--- src/rtl/ifu.sv ---
// Instruction fetch unit: owns the PC, issues one fetch at a time to
// instruction memory and hands each returned word, with its PC and fault
// flag, to decode over a valid/ready handshake. Handles redirects, halt and
// counts delivered instructions.
module ifu #(
  parameter logic [31:0] RESET_PC = 32'h8000_0000,
  parameter int          CNT_W    = 64
) (
  input  logic             clk,
  input  logic             rstn,
  // instruction memory request channel
  output logic             mem_req_valid,
  input  logic             mem_req_ready,
  output logic [31:0]      mem_req_addr,
  // instruction memory response channel
  input  logic             mem_rsp_valid,
  input  logic [31:0]      mem_rsp_data,
  input  logic             mem_rsp_err,
  // decode handoff
  output logic             inst_valid,
  input  logic             inst_ready,
  output logic [31:0]      inst,
  output logic [31:0]      inst_pc,
  output logic             inst_err,
  // control
  input  logic             redirect_valid,
  input  logic [31:0]      redirect_pc,
  input  logic             halt_req,
  output logic             halted,
  output logic [CNT_W-1:0] fetch_cnt
);

  typedef enum logic [1:0] {
    S_REQ,   // request the word at pc
    S_WAIT,  // one request outstanding, waiting for its response
    S_OUT,   // instruction presented to decode
    S_HALT   // parked until reset
  } state_t;

  state_t      state, state_d;
  logic [31:0] pc, pc_d;
  logic        kill, kill_d;      // outstanding response belongs to a stale pc
  logic        rsp_take;          // capture the response into the inst registers
  logic        cnt_inc;           // decode handshake completed this cycle
  logic [31:0] redirect_tgt;

  // Redirect targets are always word aligned.
  assign redirect_tgt = redirect_pc & ~32'h3;
  assign mem_req_addr = pc;
  assign halted       = (state == S_HALT);

  // Next-state, next-pc and handshake outputs of the fetch FSM.
  always_comb begin
    // NOTE: every signal written here gets a default first so no path can
    // leave it unassigned, which would otherwise infer a latch.
    state_d       = state;
    pc_d          = pc;
    kill_d        = kill;
    rsp_take      = 1'b0;
    cnt_inc       = 1'b0;
    mem_req_valid = 1'b0;
    inst_valid    = 1'b0;

    unique case (state)
      S_REQ: begin
        // A redirect withdraws the request in the same cycle.
        mem_req_valid = !redirect_valid;
        if (redirect_valid) begin
          pc_d = redirect_tgt;
        end else if (mem_req_ready) begin
          state_d = S_WAIT;
          kill_d  = 1'b0;
        end
      end

      S_WAIT: begin
        if (mem_rsp_valid) begin
          if (kill || redirect_valid) begin
            // Response is for a pc that has been abandoned: drop it.
            kill_d  = 1'b0;
            state_d = S_REQ;
            if (redirect_valid) pc_d = redirect_tgt;
          end else begin
            rsp_take = 1'b1;
            state_d  = S_OUT;
          end
        end else if (redirect_valid) begin
          pc_d   = redirect_tgt;
          kill_d = 1'b1;
        end
      end

      S_OUT: begin
        inst_valid = 1'b1;
        if (inst_ready) begin
          // The transfer counts even when a redirect arrives with it.
          cnt_inc = 1'b1;
          pc_d    = redirect_valid ? redirect_tgt : pc + 32'd4;
          state_d = halt_req ? S_HALT : S_REQ;
        end else if (redirect_valid) begin
          pc_d    = redirect_tgt;
          state_d = S_REQ;
        end
      end

      S_HALT: begin
        // Only reset leaves HALT; redirects are ignored.
      end

      default: begin
        state_d = S_REQ;
      end
    endcase

    // No request or instruction is offered while reset is asserted.
    if (!rstn) begin
      mem_req_valid = 1'b0;
      inst_valid    = 1'b0;
    end
  end

  // State, pc, captured instruction and delivery counter.
  always_ff @(posedge clk) begin
    // NOTE: sequential state uses non-blocking assignments so every register
    // samples pre-edge values regardless of statement order.
    if (!rstn) begin
      state     <= S_REQ;
      pc        <= RESET_PC;
      kill      <= 1'b0;
      inst      <= '0;
      inst_pc   <= RESET_PC;
      inst_err  <= 1'b0;
      fetch_cnt <= '0;
    end else begin
      state <= state_d;
      pc    <= pc_d;
      kill  <= kill_d;
      if (rsp_take) begin
        inst     <= mem_rsp_data;
        inst_pc  <= pc;
        inst_err <= mem_rsp_err;
      end
      if (cnt_inc) begin
        fetch_cnt <= fetch_cnt + CNT_W'(1);
      end
    end
  end

endmodule

--- config.mk ---
export PLATFORM = sky130hd
export DESIGN_NAME = ifu
export DESIGN_NICKNAME = d
export VERILOG_FILES = /design/src/rtl/ifu.sv
export SDC_FILE = /design/constraint.sdc
export NUM_CORES = 1
export LEC_CHECK = 0
export ABC_AREA = 1
export CORE_MARGIN = 2
export CORE_UTILIZATION = 53
export DETAILED_ROUTE_END_ITERATION = 6
export PLACE_DENSITY = 0.86
export SETUP_SLACK_MARGIN = 0.5
export SLEW_MARGIN = 25
export SYNTH_ARGS = -nofsm -noshare
export SYNTH_HDL_FRONTEND = slang
export SYNTH_SLANG_ARGS = --single-unit
--- constraint.sdc ---
create_clock -name clk -period 3.1 [get_ports clk]
set_clock_uncertainty 0.2 [all_clocks]
set_input_delay 0.31 -clock clk [delete_from_list [all_inputs] [get_ports clk]]
set_output_delay 0.31 -clock clk [all_outputs]
set_load 0.1 [all_outputs]
==> impl_results.md, run 1 <==
* Fin. Hold Viols at 0
* Root Driver: clkbuf_16
* PortBufs at ~230
* Total CTS buffers at 17
* Leak at 4.52 nW
* Setup crit start kind: flip-flop
* Vias in the first global route at approximately 9600
* Flop pwr share at approximately a third
* Post-cts repair resize count at 0
* Crit share post-route at 75.7%
* Maximum root-to-sink buffer count at 2
* Leading cell types by total area after synthesis: dfxtp_1, nand2_1, a21oi_1
* P&R area growth vs syn at 30.1%
* Combinational power share at 35.3%
* Largest net degree at the start of global routing at roughly 100
* Fill count at between 1000 and 1500
* Share of cells above drive strength 1 at 14.7%
* Routability Congestion at 0.976
* Vias/cell at ~5.5
* Flops & latches, synth at between 150 and 200
* GRT Util Overall at about a third
* Final core utilization at a little over two thirds
* DR DRC count at 3
* First-pass GRT wire length at approximately 48000 microns
* DP HPWL at 22400 microns
* Clock network power share at around 30%
* DR iter-0 viols at about 830
* Die H at about 130 microns
* Multi-input gate area in the final layout at between 5000 and 6000 sq um
* Register area share after synthesis at between 30 and 40%
* Initial antenna violation count at 0
* Final setup margin at approximately 750 ps
* # hold bufs at CTS at 0
* Status: finished, violations left
* Clock-pin slew on the worst setup and hold paths at 70 ps
* Die outline area at about 18000 sq um
* Yosys warnings at 0
* Pre-antenna DRT Iters at 7
* Post-synth top area share at 36.5%
* HP Class: in -> reg
* Nets@finish at around 1700
* Most common cell after layout, fill and taps aside: nand2_1
* Setup TNS at 0 ps
* Max Freq at ~430 MHz
* DR WL met2 at ~15000 microns
* # diodes at 0
* DRT Wirelength at 30400 microns
* Worst VDD drop at approximately 0.00067 V
* Slew Limit Fails at 0
* Top sig layer: met4
* Relative slew slack at around 63%
* # Max-Cap Violations at 0
* WL met3 at 2470 microns
* Post-layout minimum cycle time at ~2300 ps
* Failing checks: design-rule violations
* Internal power at 3.93 mW
* WL/cell at roughly 16 microns
* I/O pin count at approximately 240
* Largest fanout on the critical path at 12
* Core footprint at roughly 17000 sq um
* Routed vias at 10300
* GRT overflow at 0
* Initial Util at around 54%
* # rows at between 40 and 50
* Chip Width at 134 microns
* Post-DRT Antenna Nets at 0
* Crit path DAT at between 2000 and 2500 ps
* CTS tree: built
* Largest area contributor in the netlist: dfxtp_1
* H-tree depth at 4
* Final setup violation count at 0
* Storage element area at around 3300 sq um
* Met1 WL at 12000 microns
* Sw power at 3.17 mW
* Yosys cell types at 44
* Sink Count at around 160
* RSZ-0062 raised after global routing: no
* Sw frac at 44.6%
* Crit. End Element: flip-flop
* Worst path required time at roughly 3200 ps
* Pwr Density at approximately 600 nW/um^2
* Worst hold slack at 61.8 ps
* Net Count, Synth at 1512
* Worst Tran Pin Value at 556 ps
* Post-synthesis cell count at ~1400
* Crit Path Category: reg -> reg
* Synthesized area at 9000 sq um
* Place WS at roughly 540 ps
* Post-Syn Area per Cell at between 6 and 7 sq um
* Setup Buffers After CTS at 0
* Worst-Skew Late Latency at ~430 ps
* Most frequent cells in the layout: nand2_1, nor2_1, buf_4, dfxtp_1, a21oi_1
Yosys cell counts (all sizes together):
master	n
and2	2
nand3b	2
a211oi	2
o2111ai	1
dfxtp	164
a311oi	2
a21oi	160
a221oi	1
clkinv	1
a31oi	8
nor2	190
nor3b	2
nand3	68
o21ai	63
o211ai	3
o221ai	3
nor4	5
and3	1
clkbuf	40
buf	17
a41oi	1
nand4	35
ha	7
inv	123
nor3	50
o221a	1
nand2	456
a22oi	1
xor2	14
xnor2	10
state kept, by name, indices dropped and copies added (netlist names):
register      flops
mem_req_addr     32
kill              1
inst             32
inst_pc          32
state             2
inst_err          1
fetch_cnt        64
per-stage QoR:
stage | std cells | area (sq um) | power (mW)
after global routing | 1873 | 11700 | 7.37
after floorplan | 1433 | 9010 | 4.38
after global placement | 1841 | 11100 | 4.97
after CTS | 1873 | 11700 | 7.10
final | 1873 | 11700 | 7.10
after detailed placement | 1841 | 11100 | 5.00
power groups by stage:
stage          clock, mW  combinational, mW  sequential (mW)
6_report            2.10               2.51             2.49
5_1_grt             2.21               2.64             2.52
4_1_cts             2.12               2.49             2.48
3_5_place_dp           0               2.47             2.53
3_3_place_gp           0               2.44             2.53
2_1_floorplan          0              0.808             3.57
worst max-delay path, cell delays in order (launching register included):
cell     delay (ps)
dfxtp_1         400
inv_1           100
ha_1            250
nand3_2         150
nand2_2          70
inv_1           260
nand2_1         350
o21ai_0         270
a31oi_1          50
and2_1          140
layer usage:
layer | vias to the layer above | GRT usage (%)
met5 | - | 0
met4 | 0 | 15.7
met3 | 91 | 6.92
met2 | 477 | 56.7
met1 | 4685 | 39.9
li1 | 5067 | -
final cells by class:
class | count | share of cell area, %
multi-input cells | 1088 | 43.0
flip-flops and latches | 164 | 28.1
repair buffers | 245 | 17.6
inverters | 124 | 3.98
clock buffers | 17 | 3.63
well taps | 220 | 2.35
clock inverters | 15 | 1.39
cell families after synthesis:
kind of cell	Yosys count	share of synthesized area, %
xor gates and xnor gates	24	2.33
and+or+nand+nor	811	38.2
adders and majority gates	7	0.973
buffers and inverters	181	7.67
AOI/OAI and AO/OA	246	14.4
DFF	164	36.5
final timing paths:
check | endpoint | startpoint | slack [ps] | cells after the start
min reg2reg | inst[22]$_SDFFE_PN0P_ | inst[22]$_SDFFE_PN0P_ | 260 | 2
max | mem_req_addr[13]$_SDFFE_PN0P_ | state[1]$_SDFFE_PN0P_ | 750 | 9
min | mem_req_addr[29]$_SDFFE_PN0P_ | rstn | 60 | 3
max reg2reg | mem_req_addr[13]$_SDFFE_PN0P_ | state[1]$_SDFFE_PN0P_ | 750 | 9
Note: power is estimated with default switching activity, not from simulation.
==> inputs of run 2 (changes only) <==
--- a/config.mk
+++ b/config.mk
@@ -7,9 +7,9 @@
 export LEC_CHECK = 0
 export ABC_AREA = 1
 export CORE_MARGIN = 2
-export CORE_UTILIZATION = 53
+export CORE_UTILIZATION = 50
 export DETAILED_ROUTE_END_ITERATION = 6
-export PLACE_DENSITY = 0.86
+export PLACE_DENSITY = 0.82
 export SETUP_SLACK_MARGIN = 0.5
 export SLEW_MARGIN = 25
 export SYNTH_ARGS = -nofsm -noshare
==> constraint.sdc (replaced) <==
create_clock -name clk -period 2.4 [get_ports clk]
set_clock_uncertainty 0.2 [all_clocks]
set_input_delay 0.24 -clock clk [delete_from_list [all_inputs] [get_ports clk]]
set_output_delay 0.24 -clock clk [all_outputs]
set_load 0.1 [all_outputs]
==> run 2 against run 1 <==
Against the previous run: the flow now finishes without violations; worst setup slack worse by 370 ps; critical path type unchanged; critical path depth up 4; die area up 5.8%; largest cell class unchanged; critical endpoint is now fetch_cnt[28]$_SDFFE_PN0P_; non-clock buffer count is 54 higher; core utilization is 3.6 points higher; highest routed layer unchanged; clock power rose by 38%; wire length up 8.5%.
==> impl_results.md, run 2 (synthesized netlist as in run 1, its figures left out) <==
* Status: finished, final reports clean
* Most common cell after layout, fill and taps aside: nand2_1
* Largest fanout on the critical path at 6 (-6)
* PortBufs at 233 (unchanged)
* Nets@finish at 1773 (+3.1%)
* Flop pwr share at 32.9% (-2.2 points)
* Vias in the first global route at 10000 (+4.6%)
* Pwr Density at 740 nW/um^2 (+22%)
* GRT Util Overall at 32.2% (-1.0 points)
* Setup TNS at 0 ps (unchanged)
* P&R area growth vs syn at 47.0%
* CP startpoint: state[0]$_SDFFE_PN0P_
* RSZ-0062 raised after global routing: yes
* Routed vias at 10800 (+5.0%)
* Setup crit start kind: flip-flop
* # diodes at 0 (unchanged)
* Clock network power share at 29.5% (about the same)
* Hold Path Origin: rstn
* Leak at 5.14 nW (+14%)
* Relative slew slack at 63.5% (+0.68 points)
* Internal power at 5.57 mW (+42%)
* Worst path cell trace: inv_4 > ha_4 > nand2_8 > nor2_8 > nand3_4 > nor2_4 > nand2_2 > nor2_4 > nand2_4 > nor2_4 > nand2_1 > nand2_1 > nor2_1
* Worst R2R Path Depth at 13 (+4)
* Combinational power share at 37.6% (+2.3 points)
* R2r setup slk at 380 ps (-370 ps)
* Vias/cell at 5.60 (+1.6%)
* Worst path required time at 2520 ps (-720 ps)
* CP bufs+invs at 1 (-1)
* Worst path slowest cell: dfxtp_4
* Chip Width at 138 microns (+2.9%)
* Crit Path Category: reg -> reg
* Die outline area at 19100 sq um (+5.8%)
* CP max stage delay at 360 ps (-40 ps)
* GRT overflow at 0 (unchanged)
* Levels on crit path at 13 (+4)
* CTS tree: built
* # rows at 49 (+4.3%)
* Post-layout minimum cycle time at 2020 ps (-327 ps)
* Most frequent cells in the layout: nand2_1, buf_4, a21oi_1, nor2_1, inv_1
* Multi-input gate area in the final layout at 5690 sq um (+13%)
* Share of cells above drive strength 1 at 30.2% (+15 points)
* Most flops, register: fetch_cnt
* Clock-pin slew on the worst setup and hold paths at 70 ps (about the same)
* Crit. End Element: flip-flop
* Root Driver: clkbuf_16
* Fin. Hold Viols at 0 (unchanged)
* Max Freq at 495 MHz (+16%)
* Origin of the critical flop-to-flop path: state[0]$_SDFFE_PN0P_
* Sw power at 4.23 mW (+34%)
* Maximum root-to-sink buffer count at 2 (unchanged)
* Total CTS buffers at 17 (unchanged)
* Reg2Reg Capture Point: fetch_cnt[28]$_SDFFE_PN0P_
* Worst hold slack at 90.5 ps (+28.7 ps)
* Largest delay share family, worst path: simple AND/OR/NAND/NOR gates
* Slew Limit Fails at 0 (unchanged)
* Routability Congestion at 0.948 (-2.9%)
* # hold bufs at CTS at 0 (unchanged)
* Worst Tran Pin Value at 548 ps (-8.07 ps)
* Final setup violation count at 0 (unchanged)
* H-tree depth at 4 (unchanged)
* # Max-Cap Violations at 0 (unchanged)
* HP Class: in -> reg
* DP HPWL at 23000 microns (+2.6%)
* Fill count at 1379 (-4.5%)
* Worst VDD drop at 0.000773 V (+16%)
* Worst-Skew Late Latency at 450 ps (+20 ps)
* DRT Wirelength at 33000 microns (+8.5%)
* Sw frac at 43.2% (-1.4 points)
* Worst setup path endpoint: fetch_cnt[28]$_SDFFE_PN0P_
* Max FFs per register at 64 (unchanged)
* Most used cell, CP: nor2_4
* Die H at 138 microns (+2.9%)
* Sink Count at 164 (unchanged)
* Initial Util at 50.5% (-3.8 points)
* Crit path DAT at 2140 ps (-340 ps)
* Post-DRT Antenna Nets at 0 (unchanged)
* First-pass GRT wire length at 50400 microns (+5.6%)
* Overall Power at 9.79 mW (+38%)
* Core footprint at 17800 sq um (+7.6%)
* DR iter-0 viols at 923 (+11%)
* Crit share post-route at 84.1% (+8.4 points)
* WL/cell at 17.0 microns (+5.0%)
* Largest net degree at the start of global routing at 54 (-48%)
* I/O pin count at 236 (unchanged)
* DR DRC count at 0 (-3)
* Pre-antenna DRT Iters at 5 (-2)
* Storage element area at 3580 sq um (+8.9%)
* Initial antenna violation count at 0 (unchanged)
run 2: through the flow:
| stage | std cells | worst slack (ps) | area [sq um] | utilization (%) |
|---|---|---|---|---|
| floorplan | 1433 | 357 | 9360 | - |
| global placement | 1864 | 150 | 11600 | 64.9 |
| detailed placement | 1864 | 124 | 11600 | 64.9 |
| CTS | 1912 | 377 | 12500 | 70.3 |
| global route | 1936 | 308 | 13200 | 74.2 |
| finish | 1936 | 381 | 13200 | 74.2 |
run 2: how the worst min path moves through the flow:
stage,to,cells past startpoint
5_1_grt,mem_req_addr[27]$_SDFFE_PN0P_,3
4_1_cts,mem_req_addr[26]$_SDFFE_PN0P_,3
2_1_floorplan,inst[31]$_SDFFE_PN0P_,2
6_report,mem_req_addr[26]$_SDFFE_PN0P_,3
3_3_place_gp,fetch_cnt[3]$_SDFFE_PN0P_,1
3_5_place_dp,fetch_cnt[7]$_SDFFE_PN0P_,1
run 2: power groups by stage:
stage,clock [mW],sequential (mW),combinational [mW]
after floorplan,0,4.60,1.06
after global placement,0,3.26,3.22
after detailed placement,0,3.26,3.26
after CTS,2.90,3.21,3.44
after global routing,3.02,3.25,3.85
final,2.89,3.22,3.68
run 2: per-layer routing:
metal	share of wire [%]	GRT usage [%]	vias to the layer above	routed length, microns
met5	0	0	-	0
met4	4.6	14.6	0	1500
met3	7.6	6.51	116	2500
met2	49	54.5	526	16100
met1	39	39.6	4980	12900
li1	-	-	5213	-
run 2: cell type report:
class,count,share of cell area (%)
clock buffers,22,4.00
clock inverters,10,0.709
inverters,124,3.67
multi-input cells,1088,43.0
flip-flops and latches,164,27.1
well taps,229,2.16
repair buffers,299,19.4
run 2: worst register-to-register path: cells and delay by family (launching register included):
family,cells,cell delay (ps)
fa+ha+maj,1,170
buf+inv,1,70
flops,1,360
simple gates,11,1100
run 2: what timing repair did:
item,in CTS,in global routing
gates resized for setup,56,138
setup endpoints to repair,113,125
pin swaps,12,39
gates cloned,1,2
hold endpoints to repair,0,0
buffers inserted,15,22
==> inputs of run 3 (changes only) <==
--- a/config.mk
+++ b/config.mk
@@ -7,9 +7,9 @@
 export LEC_CHECK = 0
 export ABC_AREA = 1
 export CORE_MARGIN = 2
-export CORE_UTILIZATION = 50
+export CORE_UTILIZATION = 45
 export DETAILED_ROUTE_END_ITERATION = 6
-export PLACE_DENSITY = 0.82
+export PLACE_DENSITY = 0.78
 export SETUP_SLACK_MARGIN = 0.5
 export SLEW_MARGIN = 25
 export SYNTH_ARGS = -nofsm -noshare
==> constraint.sdc (replaced) <==
create_clock -name clk -period 1.68 [get_ports clk]
set_clock_uncertainty 0.2 [all_clocks]
set_input_delay 0.168 -clock clk [delete_from_list [all_inputs] [get_ports clk]]
set_output_delay 0.168 -clock clk [all_outputs]
set_load 0.1 [all_outputs]
==> run 3 against run 2 <==
Against the previous run: the flow now stops in 4_1_cts; synthesized cell count is the same; area after synthesis stayed put.
==> impl_results.md, run 3 <==
* Status: stopped before the end
* Stop stage: 4_1_cts
* Error: [ERROR DPL-0038] Utilization greater than 100%, impossible to legalize
* Post-synth EDFFs at 0 (unchanged)
* Largest area contributor in the netlist: dfxtp_1
* Commonest cells in the netlist: nand2_1, nor2_1, dfxtp_1
* Yosys warnings at 0 (unchanged)
* Simple-gate share of the synthesized area at 38.2% (unchanged)
* Initial Util at 46.1% (-4.4 points)
* Net Count, Synth at 1512 (unchanged)
* Post-synthesis cell count at 1433 (unchanged)
* Flops & latches, synth at 164 (unchanged)
* Leading cell types by total area after synthesis: dfxtp_1, nand2_1, a21oi_1
* Synthesized area at 9000 sq um (unchanged)
* Sink Count at 164 (unchanged)
* Post-synth top area share at 36.5% (unchanged)
* Largest family of logic cells by synthesized area: simple AND/OR/NAND/NOR gates
* Post-synthesis xor/xnor area fraction at 2.33% (unchanged)
* Die H at 145 microns (+5.3%)
* DP HPWL at 30700 microns (+34%)
* Total CTS buffers at 17 (unchanged)
* H-tree depth at 4 (unchanged)
* Primary FF master, synth: dfxtp_1
* I/O pin count at 236 (unchanged)
* Post-Synth Adder-Cell Area at 0.973% (unchanged)
* Post-Syn Area per Cell at 6.28 sq um (unchanged)
* Synth Area in Compound Gates at 14.4% (unchanged)
* Post-cts repair resize count at 537 (+860%)
* Register area share after synthesis at 36.5% (unchanged)
* # hold bufs at CTS at 1 (+1)
* PortBufs at 233 (unchanged)
* Root Driver: clkbuf_16
* Mux cell area share after synthesis at 0% (unchanged)
* Setup Buffers After CTS at 74 (+59)
* Cell with the most instances after synthesis: nand2_1
* Routability Congestion at 0.931 (-1.8%)
* # rows at 51 (+4.1%)
* Async SR Flop Fraction at 0% (unchanged)
* Yosys cell types at 44 (unchanged)
* Maximum root-to-sink buffer count at 2 (unchanged)
* Chip Width at 145 microns (+5.3%)
## run 3: through the flow
step / area [sq um] / std cells / TNS [ps] / utilization, % / setup slack [ps]
3_3_place_gp: 16300 / 2152 / -29640 / 83.4 / -339
3_5_place_dp: 16300 / 2152 / -42730 / 83.4 / -457
2_1_floorplan: 10200 / 1433 / -7420 / - / -358
## run 3: logic make-up after synthesis
kind of cell    count (synthesis)
compound gates                246
xor+xnor                       24
fa+ha+maj                       7
buf+inv                       181
flops                         164
simple gates                  811
==> inputs of run 4 (changes only) <==
--- a/config.mk
+++ b/config.mk
@@ -7,10 +7,9 @@
 export LEC_CHECK = 0
 export ABC_AREA = 1
 export CORE_MARGIN = 2
-export CORE_UTILIZATION = 45
+export CORE_UTILIZATION = 40
 export DETAILED_ROUTE_END_ITERATION = 6
-export PLACE_DENSITY = 0.78
-export SETUP_SLACK_MARGIN = 0.5
+export PLACE_DENSITY_LB_ADDON = 0.15
 export SLEW_MARGIN = 25
 export SYNTH_ARGS = -nofsm -noshare
 export SYNTH_HDL_FRONTEND = slang
==> constraint.sdc (replaced) <==
create_clock -name clk -period 2.18 [get_ports clk]
set_clock_uncertainty 0.2 [all_clocks]
set_input_delay 0.218 -clock clk [delete_from_list [all_inputs] [get_ports clk]]
set_output_delay 0.218 -clock clk [all_outputs]
set_load 0.1 [all_outputs]
==> run 4 against run 3 <==
Against the previous run: the flow now finishes without violations.
==> impl_results.md, run 4 (synthesized netlist as in run 1, its figures left out) <==
* # diodes at 0
* Clock network power share at 30.0%
* Routed vias at 10100
* Total CTS buffers at 17 (unchanged)
* Leak at 4.83 nW
* Crit Path Category: reg -> out
* Die H at 154 microns (+5.9%)
* First-pass GRT wire length at around 50000 microns
* CTS tree: built
* Crit. End Element: output port
* Met3 global-route usage at about 5.2%
* Core footprint at 22000 sq um
* Largest fanout on the critical path at 5
* PortBufs at 233 (unchanged)
* DR iter-0 viols at ~620
* P&R area growth vs syn at 37.1%
* Routability Congestion at 0.961 (+3.2%)
* Combinational power share at between 30% and 40%
* Max Freq at 487 MHz
* GRT Util Overall at a little over a quarter
* DR DRC count at 0
* Most used cell, CP: inv_1
* Final Instance Count excl. Fillers at around 2000
* GRT overflow at 0
* Most frequent cells in the layout: nand2_1, buf_4, nor2_1, a21oi_1, inv_1
* Initial antenna violation count at 0
* Sink Count at 164 (unchanged)
* Worst Tran Pin Value at ~480 ps
* Crit path DAT at between 1500 and 2000 ps
* Nets@finish at 1765
* HP Class: in -> reg
* Worst VDD drop at about 0.00068 V
* Worst path cell trace: inv_1 > ha_1 > buf_4 > nand2_1 > inv_1 > buf_12
* CP max stage delay at approximately 400 ps
* Pre-antenna DRT Iters at 5
* I/O pin count at 236 (unchanged)
* Largest net degree at the start of global routing at 69
* Die outline area at between 20000 and 25000 sq um
* Clock-pin slew on the worst setup and hold paths at roughly 80 ps
* H-tree depth at 4 (unchanged)
* Vias in the first global route at 9365
* Sw power at about 4.6 mW
* Flop pwr share at around 34%
* Setup crit start kind: flip-flop
* Worst path required time at roughly 1800 ps
* DRT Wirelength at roughly 31000 microns
* Most flops, register: fetch_cnt
* Status: finished, final reports clean
* # rows at 54 (+5.9%)
* CP bufs+invs at 4
* # Max-Cap Violations at 0
* Placed cells at 1946 (-9.6%)
* Initial Util at 41.0% (-5.1 points)
* Worst-Skew Late Latency at approximately 450 ps
* Relative slew slack at around 68%
* Root Driver: clkbuf_16
* Largest delay share family, worst path: buffers and inverters
* Internal power at roughly 5.7 mW
* Share of cells above drive strength 1 at approximately 22%
* Maximum root-to-sink buffer count at 2 (unchanged)
* Post-layout minimum cycle time at between 2000 and 2500 ps
* Crit share post-route at between 90% and 100%
* Vias/cell at between 5 and 6
* Chip Width at 154 microns (+5.9%)
* Pwr Density at ~840 nW/um^2
* Sw frac at 44.5%
* Global-route layer with the greatest usage: met2
* Fin. Hold Viols at 0
* Post-DRT Antenna Nets at 0
* Worst path slowest cell: dfxtp_1
* DP HPWL at 24100 microns (-21%)
* Most common cell after layout, fill and taps aside: nand2_1
* Max FFs per register at 64
* Final setup violation count at 0
* RSZ-0062 raised after global routing: no
* Met2 Use GR at 46.3%
* M1 GR Usage at a little under a third
* WL/cell at 15.9 microns
* Slew Limit Fails at 0
* Final core utilization at approximately 56%
==> run 4: final cells by class <==
| class | count | area, sq um |
|---|---|---|
| fill | 2190 | 9620 |
| timing repair buffer | 291 | 2430 |
| inverter | 124 | 467 |
| clock inverter | 15 | 189 |
| multi-input combinational | 1088 | 5080 |
| sequential | 164 | 3400 |
| tap | 280 | 350 |
| clock buffer | 17 | 425 |
==> run 4: stage by stage <==
stage	worst slack, ps	hold slack, ps	setup TNS [ps]	cell area [sq um]	power [mW]
5_1_grt	7.83	112	0	12300	10.7
3_3_place_gp	32.4	245	0	11700	7.26
3_5_place_dp	-16.7	242	-16.7	11700	7.29
2_1_floorplan	1.97	163	0	9130	6.26
4_1_cts	92.0	111	0	12300	10.4
6_report	127	113	0	12300	10.3
==> run 4: worst reg2reg max path, stage by stage (launching register included) <==
cell,delay [ps]
dfxtp_2,360
nand2_1,110
nor2_1,360
nand2_1,140
nor2_1,250
nand3_1,150
xor2_1,190
nand2_1,70
a21oi_1,120
==> run 4: power groups by stage <==
stage	Combinational, mW	Clock (mW)	Sequential (mW)
after floorplan	1.15	0	5.10
after global placement	3.65	0	3.61
after detailed placement	3.68	0	3.61
after CTS	3.69	3.15	3.55
after global routing	3.90	3.25	3.59
final	3.69	3.10	3.55
==> run 4: final timing paths <==
check	start	to	slack (ps)	depth (start not counted)
min reg2reg	fetch_cnt[7]$_SDFFE_PN0P_	fetch_cnt[7]$_SDFFE_PN0P_	250	1
max	state[0]$_SDFFE_PN0P_	inst_valid	130	6
max reg2reg	fetch_cnt[34]$_SDFFE_PN0P_	fetch_cnt[43]$_SDFFE_PN0P_	160	8
min	mem_rsp_data[7]	inst[7]$_SDFFE_PN0P_	110	3
==> run 4: routing by layer <==
metal / routed length [microns] / up-vias
met5: 0 / -
met4: 904 / 0
met3: 1690 / 57
met2: 15700 / 290
met1: 13200 / 4610
li1: - / 5184
==> run 4: what timing repair did <==
item                                   4_1_cts  5_1_grt
setup endpoints to repair                    0       11
buffers inserted                             0        0
gates resized for setup                      0       13
hold buffers                                 1        0
endpoints found under the hold margin        1        0
